`src/rtl/m68k_bus_ctrl.sv`:
```
// fx68k bus cycle controller: phi1/phi2 enables, address decode and per-region
// DTACKn/VPAn/BERRn sequencing with RAM/IO write strobes.
module m68k_bus_ctrl #(
    parameter int unsigned ROM_WAIT = 1,
    parameter int unsigned RAM_WAIT = 0,
    parameter int unsigned TIMEOUT  = 63
) (
    input  logic        clk,
    input  logic        rst_n,
    output logic        phi1,
    output logic        phi2,
    input  logic [23:1] cpu_addr,
    input  logic        cpu_as_n,
    input  logic        cpu_rw,
    input  logic        cpu_uds_n,
    input  logic        cpu_lds_n,
    input  logic        cpu_vma_n,
    output logic        dtack_n,
    output logic        vpa_n,
    output logic        berr_n,
    output logic        rom_cs,
    output logic        ram_cs,
    output logic        ram_we,
    output logic [1:0]  ram_mask,
    output logic        io_we
);

    localparam int unsigned CNT_W     = 8;
    localparam int unsigned CNT_MAX   = 255;
    localparam int unsigned TMO_CLAMP = (TIMEOUT < 1) ? 1 : ((TIMEOUT > CNT_MAX) ? CNT_MAX : TIMEOUT);
    localparam int unsigned ROM_CLAMP = (ROM_WAIT > CNT_MAX) ? CNT_MAX : ROM_WAIT;
    localparam int unsigned RAM_CLAMP = (RAM_WAIT > CNT_MAX) ? CNT_MAX : RAM_WAIT;
    localparam logic [CNT_W-1:0] TMO_CNT = CNT_W'(TMO_CLAMP);
    localparam logic [CNT_W-1:0] ROM_CNT = CNT_W'(ROM_CLAMP);
    localparam logic [CNT_W-1:0] RAM_CNT = CNT_W'(RAM_CLAMP);

    typedef enum logic [2:0] {IDLE, WAIT, ACK, IO, ERR} state_t;
    typedef enum logic [1:0] {REG_ROM, REG_RAM, REG_IO, REG_NONE} region_t;

    state_t             state_q, state_d;
    region_t            region_q, region_d, region_c;
    logic [CNT_W-1:0]   cnt_q, cnt_d, wait_c;
    logic               rw_q, rw_d;
    logic               tmo_q, tmo_d;
    logic               armed_q, armed_d;
    logic               first_q, first_d;
    logic               io_done_q, io_done_d;
    logic               phi1_q, phi1_d, phi2_q, phi2_d;
    logic               dtack_n_q, dtack_n_d;
    logic               vpa_n_q, vpa_n_d;
    logic               berr_n_q, berr_n_d;
    logic               ram_we_q, ram_we_d;
    logic [1:0]         ram_mask_q, ram_mask_d;
    logic               io_we_q, io_we_d;
    logic               unused_addr;

    // Upper and lower address bits do not take part in decode, so regions mirror.
    assign unused_addr = ^{cpu_addr[23:16], cpu_addr[11:1]};

    always_comb begin
        case (cpu_addr[15:12])
            4'h0:    region_c = REG_ROM;
            4'h1:    region_c = REG_RAM;
            4'h2:    region_c = REG_IO;
            default: region_c = REG_NONE;
        endcase
        wait_c = (region_c == REG_ROM) ? ROM_CNT : RAM_CNT;
    end

    assign rom_cs = (region_c == REG_ROM);
    assign ram_cs = (region_c == REG_RAM);

    always_comb begin
        state_d    = state_q;
        region_d   = region_q;
        cnt_d      = cnt_q;
        rw_d       = rw_q;
        tmo_d      = tmo_q;
        armed_d    = armed_q | cpu_as_n;
        first_d    = 1'b0;
        io_done_d  = io_done_q;
        phi1_d     = ~phi1_q;
        phi2_d     = phi1_q;
        dtack_n_d  = 1'b1;
        vpa_n_d    = 1'b1;
        berr_n_d   = 1'b1;
        ram_we_d   = 1'b0;
        ram_mask_d = 2'b00;
        io_we_d    = 1'b0;

        case (state_q)
            IDLE: begin
                io_done_d = 1'b0;
                // A new cycle needs a fresh falling strobe, not a stuck-low one.
                if (!cpu_as_n && armed_q) begin
                    armed_d  = 1'b0;
                    region_d = region_c;
                    rw_d     = cpu_rw;
                    tmo_d    = 1'b0;
                    case (region_c)
                        REG_ROM, REG_RAM: begin
                            if (wait_c == '0) begin
                                state_d = ACK;
                                first_d = 1'b1;
                            end else begin
                                state_d = WAIT;
                                cnt_d   = wait_c;
                            end
                        end
                        REG_IO:  state_d = IO;
                        default: begin
                            state_d = WAIT;
                            cnt_d   = TMO_CNT;
                            tmo_d   = 1'b1;
                        end
                    endcase
                end
            end
            WAIT: begin
                cnt_d = cnt_q - CNT_W'(1);
                if (cpu_as_n) begin
                    state_d = IDLE;
                end else if (cnt_q == CNT_W'(1)) begin
                    state_d = tmo_q ? ERR : ACK;
                    first_d = ~tmo_q;
                end
            end
            ACK: begin
                if (cpu_as_n) begin
                    state_d = IDLE;
                end else begin
                    dtack_n_d = 1'b0;
                    if (first_q && (region_q == REG_RAM) && !rw_q) begin
                        ram_we_d   = 1'b1;
                        ram_mask_d = {~cpu_uds_n, ~cpu_lds_n};
                    end
                end
            end
            IO: begin
                if (cpu_as_n) begin
                    state_d = IDLE;
                end else begin
                    vpa_n_d = 1'b0;
                    if (!cpu_vma_n && !rw_q && !io_done_q) begin
                        io_we_d   = 1'b1;
                        io_done_d = 1'b1;
                    end
                end
            end
            ERR: begin
                if (cpu_as_n) begin
                    state_d = IDLE;
                end else begin
                    berr_n_d = 1'b0;
                end
            end
            default: state_d = IDLE;
        endcase
    end

    always_ff @(posedge clk or negedge rst_n) begin
        if (!rst_n) begin
            state_q    <= IDLE;
            region_q   <= REG_NONE;
            cnt_q      <= '0;
            rw_q       <= 1'b1;
            tmo_q      <= 1'b0;
            armed_q    <= 1'b0;
            first_q    <= 1'b0;
            io_done_q  <= 1'b0;
            phi1_q     <= 1'b0;
            phi2_q     <= 1'b0;
            dtack_n_q  <= 1'b1;
            vpa_n_q    <= 1'b1;
            berr_n_q   <= 1'b1;
            ram_we_q   <= 1'b0;
            ram_mask_q <= 2'b00;
            io_we_q    <= 1'b0;
        end else begin
            state_q    <= state_d;
            region_q   <= region_d;
            cnt_q      <= cnt_d;
            rw_q       <= rw_d;
            tmo_q      <= tmo_d;
            armed_q    <= armed_d;
            first_q    <= first_d;
            io_done_q  <= io_done_d;
            phi1_q     <= phi1_d;
            phi2_q     <= phi2_d;
            dtack_n_q  <= dtack_n_d;
            vpa_n_q    <= vpa_n_d;
            berr_n_q   <= berr_n_d;
            ram_we_q   <= ram_we_d;
            ram_mask_q <= ram_mask_d;
            io_we_q    <= io_we_d;
        end
    end

    assign phi1     = phi1_q;
    assign phi2     = phi2_q;
    assign dtack_n  = dtack_n_q;
    assign vpa_n    = vpa_n_q;
    assign berr_n   = berr_n_q;
    assign ram_we   = ram_we_q;
    assign ram_mask = ram_mask_q;
    assign io_we    = io_we_q;

endmodule

```
`config.mk`:
```
export PLATFORM = sky130hd
export DESIGN_NAME = m68k_bus_ctrl
export DESIGN_NICKNAME = d
export VERILOG_FILES = /design/src/rtl/m68k_bus_ctrl.sv
export SDC_FILE = /design/constraint.sdc
export NUM_CORES = 1
export LEC_CHECK = 0
export BUFFER_PORTS_ARGS = -buffer_cell sky130_fd_sc_hd__buf_4
export CORE_MARGIN = 2
export CORE_UTILIZATION = 46
export CTS_CLUSTER_SIZE = 8
export DETAILED_ROUTE_END_ITERATION = 10
export PLACE_DENSITY = 0.75
export SETUP_SLACK_MARGIN = 0.2
export SYNTH_ARGS = -nofsm -noshare
export SYNTH_HDL_FRONTEND = slang
export SYNTH_SLANG_ARGS = --single-unit
```
`constraint.sdc`:
```
create_clock -name clk -period 1.8 [get_ports clk]
set_input_delay 0.36 -clock clk [delete_from_list [all_inputs] [get_ports clk]]
set_output_delay 0.36 -clock clk [all_outputs]
set_load 0.05 [all_outputs]
```
Word-level counts from Yosys, hierarchy flattened
Cells that the tools add are included.

word-level totals
  word-level logic and storage cells = 100
  output and inout port bits = 11
  input bits = 30
  bits in registers = 27

operators by class
  multiplexer cells = 39
  equal/unequal tests = 17
  $add $sub $neg = 1
  bitwise logic cells = 5
  reduce and logical (&&, ||, !) cells = 22

operator list
  kind                                                                 count
  8-bit case mux with 2 select lines                                   2
  1-bit 2-to-1 mux                                                     21
  8-bit 2-to-1 mux                                                     2
  3-bit 2-to-1 mux                                                     5
  3-bit case mux with 3 select lines                                   1
  8-bit by 1-bit == test with 1-bit output (second input constant)     1
  8-bit logical NOT                                                    1
  2-bit 2-to-1 mux                                                     4
  2-bit != test (second input constant)                                4
  8-bit by 1-bit subtractor with 8-bit output (second input constant)  1
  3-bit by 2-bit == test with 1-bit output (second input constant)     2
  3-bit != test (second input constant)                                2
  2-bit case mux with 3 select lines                                   1
  3-bit case mux with 2 select lines                                   1
  3-bit AND reduction                                                  2
  3-bit OR reduction                                                   2
  1-bit logical AND                                                    5
  2-bit by 1-bit == test with 1-bit output (second input constant)     2
  4-bit by 1-bit == test with 1-bit output (second input constant)     1
  4-bit by 2-bit == test with 1-bit output (second input constant)     1
  1-bit logical NOT                                                    4
  4-bit logical NOT                                                    1
  1-bit inverter                                                       4
  1-bit case mux with 2 select lines                                   2
  other kinds (11)                                                     12

Longest topological paths before layout
Gate-level depths: netlist of run 1.

  depth in word-level cells = 9
  gate-level depth with buffers = 8
  depth with buffers taken out = 8

Worst setup path after synthesis of run 1
OpenSTA, ideal clock, no wires.

  kind = input to output
  start = in cpu_addr[15] in the netlist's numbering
  end = out rom_cs
  buffers on the path = 0
  required time = 1440 ps
  stages on the path = 5
  arrival = 1803 ps
  path slack = -363 ps
  path through = nor4b_1 -> inv_1 -> ha_1 -> a21oi_1 -> and2_1

on the way
  cells in the longest elaborated chain, start to end = 3
  elaborated cells on any way between the ends = 5
  classes of those cells = 2 x eq/ne; 1 x mux; 2 x reduce/logical

RTL lines
  item                                                                    line  RTL
  start: declaration                                                      12    input logic [23:1] cpu_addr,
  4-bit by 2-bit == test with 1-bit output, or another cell as far along  61    case (cpu_addr[15:12])
  2-bit case mux with 3 select lines (*)                                  61
  2-bit logical NOT (*)                                                   70    assign rom_cs = (region_c == REG_ROM);
  end: declaration                                                        21    output logic rom_cs,

Mark *: on every way between the ends. The rest lies on a longest branch, timed or not.

Worst setup path after layout of run 1
  start = in cpu_addr[14] in the netlist's numbering
  end = out rom_cs

Same word-level chain as after synthesis.

==> flow_metrics.env, run 1 <==
export IMPL_avgSynthCellArea_um2=10.6
export IMPL_die_h_um=59.9
export IMPL_path_clk_slew_ns=0.14
export IMPL_yosysWarnings=0
export IMPL_path_buf_inv=3
export IMPL_synthAdderAreaFrac_pct=5.22
export IMPL_antenna_found_initial=0
export IMPL_yosysTopAreaCellShare_pct=36.6
export IMPL_crit_fanout=3
export IMPL_grt_pass1_wl_um=5160
export IMPL_port_buffers=21
export IMPL_final_period_utilization_pct=109
export IMPL_path_class="primary input to output pin"
export IMPL_synth_fp_nets=172
export IMPL_grt_pass1_vias=1173
export IMPL_pin_count=41
export IMPL_routed_wl_um=2970
export IMPL_synth_simple_area_share_pct=25.2
export IMPL_r2r_cells=4
export IMPL_crit_path_frequent_cell="buf_8"
export IMPL_intPower_w=0.00155
export IMPL_cts_buffer_depth=2
export IMPL_yosysSeqAreaShare_pct=47.5
export IMPL_yosys_cell_types_count=46
export IMPL_swShare_pct=39.9
export IMPL_start_util_pct=47.9
export IMPL_drt_vias_per_instance=5.35
export IMPL_synth_top_family_by_area="simple AND/OR/NAND/NOR gates"
export IMPL_row_count=20
export IMPL_nNetsFinal=224
export IMPL_crit_family="simple AND/OR/NAND/NOR gates"
export IMPL_synth_xor_area_share_pct=0
export IMPL_switchingPower_w=0.00103
export IMPL_yosys_area_top_type="dfrtp_1"
export IMPL_drt_iter0_drc=15
export IMPL_cts_buffers=3
export IMPL_worstHoldPathType="primary input to register"
export IMPL_status="complete, but fails checks"
export IMPL_synth_compound_area_share_pct=14.3
export IMPL_worst_pin_slew_ns=0.350
export IMPL_worst_ep_arrival_time_ns=1.60
export IMPL_final_layout_size_suffix_gt1_share_pct=50.8
export IMPL_htree_levels=1
export IMPL_slew_viol_final=0
export IMPL_fp_dieArea_um2=3590
export IMPL_maxCapViolations=0
export IMPL_setup_violations_final=11
export IMPL_via_count=1178
export IMPL_hold_start="cpu_uds_n"
export IMPL_crit_path_end_kind="output pin"
export IMPL_gp_congestion=0.823
export IMPL_detail_route_wl_per_cell_um=13.5
export IMPL_r2r_slack_ns=0.04
export IMPL_multi_input_area_um2=786
export IMPL_hold_violations=0
export IMPL_die_w_um=59.9
export IMPL_min_to="ram_mask[1]"
export IMPL_cts_root_buf="clkbuf_4"
export IMPL_hold_depth=2
export IMPL_grt_total_usage_pct=19.0
export IMPL_drt_pass1_iter_count=4
export IMPL_crit_start="cpu_addr[14]"
export IMPL_grt_max_degree=28
export IMPL_hpwl_um=2140
export IMPL_clock_skew_ns=0.00344
export IMPL_drc=0
export IMPL_ir_drop_mv=0.443
export IMPL_r2r_end="state_q[0]"
export IMPL_power_density_nw_per_um2=1270
export IMPL_worst_slack_ns=-0.159
export IMPL_cp_start_kind="primary input"
export IMPL_fill_cells=215
export IMPL_insertion_delay_ns=0.31
export IMPL_fmax_mhz=510
export IMPL_synth_top_cells_by_area="dfrtp_1 37%, dfstp_2 11%, ha_1 5.2%, nand2_1 3.4%, inv_1 2.9%"
export IMPL_cts_sinks=27
export IMPL_critPathMaxStageDelay_ns=0.40
export IMPL_cts_tree="done"
export IMPL_pre_cts_slack_ns=-0.270
export IMPL_timing_rr_start="cnt_q[3]"
export IMPL_grt_setup_unrepaired="true"
export IMPL_crit_chain="buf_8 -> or3_4 -> nor2_4 -> inv_2 -> ha_4 -> a21oi_2 -> and2_4 -> buf_8"
export IMPL_violations="setup timing"
export IMPL_ys_seq_elements=27
export IMPL_drtAntennaViolNets=0
export IMPL_seq_area_um2=687
export IMPL_p_clk_share_pct=9.8
export IMPL_n_antenna_cell=0
export IMPL_required_ns=1.44
export IMPL_fin_setup_tns_ns=-0.813
export IMPL_area_delta_synth_final_pct=41.1
export IMPL_period_minus_slack_ns=1.96
export IMPL_synth_area_mux_share_pct=1.83
export IMPL_p_seq_share_pct=39.5
export IMPL_leakage_nw=0.923
export IMPL_syn_inst=136
export IMPL_combPwrFrac_pct=50.8
export IMPL_overflow=0
export IMPL_relSlewSlack_pct=76.5
export IMPL_syn_area_um2=1440
export IMPL_fp_coreArea_um2=3000
export IMPL_cpMaxStageDelayCell="or3_4"
-- kinds of logic after synthesis --
logic type,count (synthesis)
and+or+nand+nor,58
DFF,27
AOI/OAI and AO/OA,26
buffers and inverters,17
adders and majority gates,6
muxes,2
-- power groups by stage --
| stage | registers, W | clock network (W) | logic [W] |
|---|---|---|---|
| after detailed placement | 0.00101 | 0 | 0.00111 |
| after CTS | 0.00100 | 0.000261 | 0.00123 |
| after global placement | 0.000999 | 0 | 0.00106 |
| after floorplan | 0.000984 | 0 | 0.000840 |
| after global routing | 0.00104 | 0.000282 | 0.00145 |
| final | 0.00102 | 0.000251 | 0.00131 |
-- worst register-to-register path, stage by stage, from the launching register on --
cell       delay [ns]
dfrtp_1          0.44
nor4_4           0.33
nand3_2          0.15
a2111oi_4        0.42
mux2_4           0.33
-- area by class of cell --
class / instances / share of cell area, %
Multi-Input combinational cell: 92 / 38.7
Sequential cell: 27 / 33.9
Timing Repair Buffer: 52 / 21.8
Inverter: 12 / 2.22
Tap cell: 33 / 2.04
Clock buffer: 3 / 1.11
Clock inverter: 1 / 0.247
-- cell usage after synthesis, drive strengths merged --
cell type  number
a2111oi         1
a21o            1
a21oi           7
a31o            1
a31oi           2
and2            1
and2b           1
buf             5
dfrtp          21
dfstp           6
ha              6
inv            12
mux2            2
nand2          14
nand2b          3
nand3           8
nand3b          1
nand4           1
nor2           12
nor3            3
nor3b           1
nor4            4
nor4b           2
nor4bb          1
o2111ai         2
o211a           1
o211ai          1
o21a            1
o21ai           6
o221ai          2
o22ai           1
or3             4
or3b            1
or4             1
-- cell usage in the layout (no fill, tap or decap), types with 4 or more instances in the layout --
master	instances
nand3_1	5
nor2_1	10
buf_6	7
buf_4	41
dfstp_2	6
inv_1	10
dfrtp_1	18
a21oi_1	4
nand2_1	12
o21ai_0	6
-- worst max path at each step --
stage	cells past startpoint	endpoint
after floorplan	6	rom_cs
after global placement	8	rom_cs
after detailed placement	10	cnt_q[2]
after CTS	8	rom_cs
after global routing	8	rom_cs
final	8	rom_cs
-- what timing repair did --
item                                    in CTS  in global routing
resized for setup                           21                  9
endpoints found under the setup margin      12                 15
hold endpoints to repair                    21                  0
hold buffers                                 1                  0
pin swaps                                   15                 13
buffers inserted                             6                  3
-- per-stage QoR --
stage               util, %  hold WS [ns]  instances  power, W  cell area [um^2]
floorplan                 -        0.0644        136   0.00182              1480
global placement       60.0         0.281        206   0.00206              1800
CTS                    65.7         0.162        217   0.00249              1970
finish                 67.5         0.169        220   0.00257              2030
detailed placement     60.0         0.288        206   0.00213              1800
global route           67.5         0.150        220   0.00277              2030
-- routing by layer --
layer  wire length, um  GRT usage (%)
met2              1610           34.3
met1              1270           24.0
met4                30           5.08
met5                 0              0
met3                64           1.73
-- registers in the layout (all words and copies together), names as in the netlist, 2 cells and up --
name / cells
state_q: 3
region_q: 2
ram_mask: 2
cnt_q: 8
Power figures use the tool's default switching activity.
==> run 2, diff against run 1 <==
- TNS_END_PERCENT: not set -> 10
==> run 2 against run 1 <==
The run still ends with setup timing left. Sequential power about the same. Clock-buffer cell count up 1. Global-route usage grew 0.054 points. Power down 3.0%. Combinational power is 8% lower. Via count rose by 1.3%. Clock skew fell by 0.0018 ns. Worst hold slack lost 0.0074 ns. Non-clock buffer count down 7. Critical path type unchanged. Largest cell class unchanged. Largest power group unchanged. Highest routed layer unchanged.
==> flow_metrics.env, run 2 (synthesis results as in run 1) <==
export IMPL_path_class="primary input to output pin"
export IMPL_wl_met3_um=113
export IMPL_die_w_um=59.9
export IMPL_cp_start_kind="primary input"
export IMPL_final_cell_mix="38 x buf_4, 18 x dfrtp_1, 12 x nand2_1"
export IMPL_cpMaxStageDelayCell="or3_4"
export IMPL_cts_tree="done"
export IMPL_status="complete, but fails checks"
export IMPL_worst_ep_arrival_time_ns=1.60
export IMPL_cts_sinks=27
export IMPL_dr_max_layer_used="met4"
export IMPL_port_buffers=21
export IMPL_utilization_pct=64.1
export IMPL_grt_max_degree=28
export IMPL_required_ns=1.44
export IMPL_multi_input_area_um2=759
export IMPL_violations="setup timing"
export IMPL_largest_reg_flops=8
export IMPL_grt_pass1_vias=1156
export IMPL_routed_wl_um=3010
export IMPL_area_delta_synth_final_pct=33.9
export IMPL_mostFrequentLayoutCell="buf_4"
export IMPL_seq_area_um2=687
export IMPL_worst_slack_ns=-0.165
export IMPL_crit_fanout=3
export IMPL_crit_chain="buf_6 -> or3_4 -> nor2_4 -> inv_2 -> ha_4 -> a21oi_4 -> and2_4 -> buf_8"
export IMPL_power_density_nw_per_um2=1300
export IMPL_detail_route_wl_per_cell_um=14.1
export IMPL_n_antenna_cell=0
export IMPL_fp_dieArea_um2=3590
export IMPL_fill_cells=247
export IMPL_period_minus_slack_ns=1.96
export IMPL_grt_pass1_wl_um=5170
export IMPL_pin_count=41
export IMPL_gp_congestion=0.786
export IMPL_critPathMaxStageDelay_ns=0.40
export IMPL_setup_violations_final=2
export IMPL_pre_cts_slack_ns=-0.255
export IMPL_leakage_nw=0.867
export IMPL_regMostFlops="cnt_q"
export IMPL_finalPower_w=0.00250
export IMPL_hpwl_um=2150
export IMPL_cts_root_buf="clkbuf_4"
export IMPL_worstHoldPathType="primary input to register"
export IMPL_grt_total_usage_pct=19.0
export IMPL_fp_coreArea_um2=3000
export IMPL_clock_skew_ns=0.00166
export IMPL_fmax_mhz=509
export IMPL_slew_viol_final=0
export IMPL_path_buf_inv=3
export IMPL_htree_levels=1
export IMPL_cts_buffer_depth=2
export IMPL_via_count=1193
export IMPL_grt_setup_unrepaired="true"
export IMPL_relSlewSlack_pct=70.5
export IMPL_final_layout_size_suffix_gt1_share_pct=47.8
export IMPL_die_h_um=59.9
export IMPL_row_count=20
export IMPL_dp_cells=202
export IMPL_reg_largest_list="cnt_q: 8 flops, state_q: 3 flops"
export IMPL_met1_length_um=1260
export IMPL_hold_violations=0
export IMPL_route_met2_wl_um=1580
export IMPL_ir_drop_mv=0.498
export IMPL_path_clk_slew_ns=0.14
export IMPL_worst_pin_slew_ns=0.440
export IMPL_final_instance_count_excl_fill=213
export IMPL_drtAntennaViolNets=0
export IMPL_drt_pass1_iter_count=4
export IMPL_antenna_found_initial=0
export IMPL_drt_iter0_drc=33
export IMPL_drc=0
export IMPL_nNetsFinal=217
export IMPL_maxCapViolations=0
export IMPL_start_util_pct=47.9
export IMPL_overflow=0
export IMPL_crit_path_end_kind="output pin"
export IMPL_drt_vias_per_instance=5.60
export IMPL_crit_family="simple AND/OR/NAND/NOR gates"
export IMPL_final_period_utilization_pct=109
export IMPL_cts_buffers=3
export IMPL_insertion_delay_ns=0.32
run 2: cell count changes in the layout (fill, tap and decap cells not counted), moves of 2 or more:
cell	delta
buf_4	-3
buf_8	-2
buf_6	-2
a21oi_2	-2
run 2: path summary, 6_finish.rpt:
kind / startpoint / end / slack (ns) / depth (start not counted)
min in group asynchronous: rst_n / state_q[1] / 0.46 / 2
max in group asynchronous: rst_n / dtack_n / 1.04 / 2
hold reg to reg: phi1 / phi2 / 0.42 / 0
setup reg to reg: cnt_q[6] / state_q[0] / 0.05 / 4
setup / recovery: cpu_addr[14] / rom_cs / -0.16 / 8
hold / removal: cpu_lds_n / ram_mask[0] / 0.16 / 2
run 2: metal layers:
layer	track usage, %	vias to the layer above
li1	-	565
met4	8.25	0
met3	1.30	5
met2	33.5	36
met5	0	-
met1	23.8	587
run 2: power by group:
part           switching (W)  internal (W)  total, W
Sequential          0.000209      0.000817   0.00103
Clock               0.000172     0.0000869  0.000259
Combinational       0.000627      0.000585   0.00121
Total                0.00101       0.00149   0.00250
run 2: cell type report:
| cell class | instances | area share, % |
|---|---|---|
| Timing Repair Buffer | 45 | 19.0 |
| Inverter | 12 | 2.34 |
| Clock buffer | 4 | 1.36 |
| Multi-Input combinational cell | 92 | 39.4 |
| Sequential cell | 27 | 35.7 |
| Tap cell | 33 | 2.14 |
run 2: stage by stage:
stage	hold slack [ns]	TNS (ns)	instance area (um^2)
floorplan	0.0644	-0.123	1450
global route	0.156	-0.500	1930
finish	0.162	-0.249	1930
CTS	0.156	-0.269	1880
detailed placement	0.289	-1.96	1740
global placement	0.283	-1.56	1740
run 2: what timing repair did:
| action | CTS | global route |
|---|---|---|
| cloned | 0 | 0 |
| pin swaps | 22 | 8 |
| resized for setup | 18 | 7 |
| buffers inserted | 4 | 2 |
| hold buffers | 1 | 0 |
| endpoints found under the setup margin | 12 | 15 |
| hold endpoints to repair | 21 | 0 |
run 2: worst register-to-register path: cells and delay by family, from the launching register on:
kind	cells	cell delay (ns)
and+or+nand+nor	2	0.52
DFF	1	0.45
AOI/OAI and AO/OA	1	0.36
muxes	1	0.33
==> run 3, diff against run 2 <==
- ABC_CLOCK_PERIOD_IN_PS: not set -> 1800
- CELL_PAD_IN_SITES_DETAIL_PLACEMENT: not set -> 1
- CELL_PAD_IN_SITES_GLOBAL_PLACEMENT: not set -> 1
- CORE_UTILIZATION: 46 -> 35
- PLACE_DENSITY: 0.75 -> not set
- PLACE_DENSITY_LB_ADDON: not set -> 0.1
==> run 3 against run 2 <==
Worst hold slack gained 0.063 ns. Critical path type unchanged. Register-to-register slack lost 0.02 ns. Clock skew grew 0.0033 ns. Global-route usage shrank 2.0 points. First-iteration DRC count grew to 2.7 times the previous value. Non-clock buffer count shrank 1. The flow still finishes with violations (setup timing). Largest power group unchanged. Routed wire length grew 15%. Sequential cell count is the same. Die area grew 29%. Combinational power is essentially flat.
==> flow_metrics.env, run 3 (synthesis results as in run 1) <==
export IMPL_worst_ep_arrival_time_ns=1.60
export IMPL_drc=0
export IMPL_maxCapViolations=0
export IMPL_grt_setup_unrepaired="true"
export IMPL_hold_depth=2
export IMPL_min_to="ram_mask[0]"
export IMPL_grt_pass1_wl_um=5870
export IMPL_crit_chain="buf_8 -> or3_4 -> nor2_4 -> inv_2 -> ha_4 -> a21oi_4 -> and2_4 -> buf_8"
export IMPL_drt_pass1_iter_count=4
export IMPL_detail_route_wl_per_cell_um=15.1
export IMPL_hold_violations=0
export IMPL_leakage_nw=0.878
export IMPL_slew_viol_final=0
export IMPL_required_ns=1.44
export IMPL_final_cell_mix="38 x buf_4, 21 x dfrtp_1, 13 x nand2_1"
export IMPL_crit_family="simple AND/OR/NAND/NOR gates"
export IMPL_ir_drop_mv=0.450
export IMPL_mostFrequentLayoutCell="buf_4"
export IMPL_timing_rr_start="cnt_q[6]"
export IMPL_final_period_utilization_pct=109
export IMPL_die_h_um=68.1
export IMPL_r2r_slack_ns=0.03
export IMPL_port_buffers=21
export IMPL_cts_root_buf="clkbuf_8"
export IMPL_pin_count=41
export IMPL_drtAntennaViolNets=0
export IMPL_insertion_delay_ns=0.27
export IMPL_cp_start_kind="primary input"
export IMPL_pre_cts_slack_ns=-0.322
export IMPL_fill_cells=453
export IMPL_antenna_found_initial=0
export IMPL_crit_fanout=3
export IMPL_cts_tree="done"
export IMPL_r2r_cells=4
export IMPL_htree_levels=1
export IMPL_n_antenna_cell=0
export IMPL_cts_buffers=3
export IMPL_hold_start="cpu_lds_n"
export IMPL_area_delta_synth_final_pct=34.1
export IMPL_grt_max_degree=28
export IMPL_worstHoldPathType="primary input to register"
export IMPL_grt_pass1_vias=1243
export IMPL_reg_largest_list="cnt_q: 8 flops, state_q: 3 flops"
export IMPL_violations="setup timing"
export IMPL_crit_path_frequent_cell="buf_8"
export IMPL_hpwl_um=2650
export IMPL_drt_vias_per_instance=5.09
export IMPL_start_util_pct=36.2
export IMPL_multi_input_area_um2=723
export IMPL_drt_iter0_drc=88
export IMPL_overflow=0
export IMPL_fmax_mhz=511
export IMPL_seq_area_um2=683
export IMPL_nNetsFinal=216
export IMPL_r2r_end="state_q[0]"
export IMPL_largest_reg_flops=8
export IMPL_fp_dieArea_um2=4640
export IMPL_worst_pin_slew_ns=0.486
export IMPL_fp_coreArea_um2=3970
export IMPL_path_clk_slew_ns=0.09
export IMPL_path_class="primary input to output pin"
export IMPL_setup_violations_final=5
export IMPL_die_w_um=68.1
export IMPL_row_count=23
export IMPL_status="complete, but fails checks"
export IMPL_via_count=1166
export IMPL_grt_total_usage_pct=17.0
export IMPL_clock_skew_ns=0.00499
export IMPL_power_density_nw_per_um2=1320
export IMPL_cpMaxStageDelayCell="or3_4"
export IMPL_critPathMaxStageDelay_ns=0.40
export IMPL_crit_path_end_kind="output pin"
export IMPL_routed_wl_um=3460
export IMPL_period_minus_slack_ns=1.96
export IMPL_path_buf_inv=3
export IMPL_cts_sinks=27
export IMPL_relSlewSlack_pct=67.3
export IMPL_worst_slack_ns=-0.158
export IMPL_gp_congestion=0.721
export IMPL_final_layout_size_suffix_gt1_share_pct=41.9
export IMPL_cts_buffer_depth=2
export IMPL_regMostFlops="cnt_q"
export IMPL_hold_worst_slack_ns=0.224
-- run 3: area by class of cell --
cell class                 instances  share of cell area (%)
multi-input combinational         92                    37.5
sequential                        27                    35.4
timing repair buffer              44                    19.1
tap                               50                    3.24
inverter                          12                    2.34
clock buffer                       3                    2.14
clock inverter                     1                   0.260
-- run 3: worst reg2reg max path, stage by stage (launching register included) --
cell and delay, ns:
dfrtp_1 0.44, nor4_4 0.35, nand3_2 0.16, a2111oi_4 0.38, mux2_4 0.33
-- run 3: through the flow --
| step | area, um^2 | power (W) | setup TNS (ns) | std cells | util (%) |
|---|---|---|---|---|---|
| floorplan | 1450 | 0.00182 | -0.123 | 136 | - |
| global placement | 1790 | 0.00212 | -1.90 | 221 | 45.0 |
| detailed placement | 1790 | 0.00219 | -2.53 | 221 | 45.0 |
| CTS | 1900 | 0.00256 | -0.369 | 229 | 47.9 |
| global route | 1930 | 0.00277 | -0.890 | 229 | 48.6 |
| finish | 1930 | 0.00255 | -0.310 | 229 | 48.6 |
-- run 3: repair_timing --
action | 4_1_cts | 5_1_grt
setup endpoints to repair | 13 | 19
hold buffers | 1 | 0
setup buffers | 3 | 0
endpoints found under the hold margin | 21 | 0
resized for setup | 8 | 4
pin swaps | 7 | 5
-- run 3: layer usage --
layer	wire [um]	global-route usage, %	vias up	share of wire [%]
met5	0	0	-	0
met4	44	6.00	0	1.3
met3	136	2.14	4	3.9
met2	1740	28.6	26	50
met1	1540	22.4	570	45
li1	-	-	566	-
-- run 3: power breakdown --
part	internal [W]	switching, W	total (W)	leakage, nW
registers	0.000814	0.000193	0.00101	0.331
logic	0.000567	0.000623	0.00119	0.521
clock network	0.000155	0.000196	0.000351	0.0255
total	0.00154	0.00101	0.00255	0.878
-- run 3: worst max-delay path by stage --
stage / start / end / slack, ns / cells after the start
detailed placement: cpu_addr[15] / cnt_q[1] / -0.32 / 9
global placement: cpu_addr[15] / rom_cs / -0.27 / 8
finish: cpu_addr[14] / rom_cs / -0.16 / 8
CTS: cpu_addr[13] / rom_cs / -0.19 / 8
floorplan: cpu_addr[15] / rom_cs / -0.07 / 6
global route: cpu_addr[14] / rom_cs / -0.20 / 8
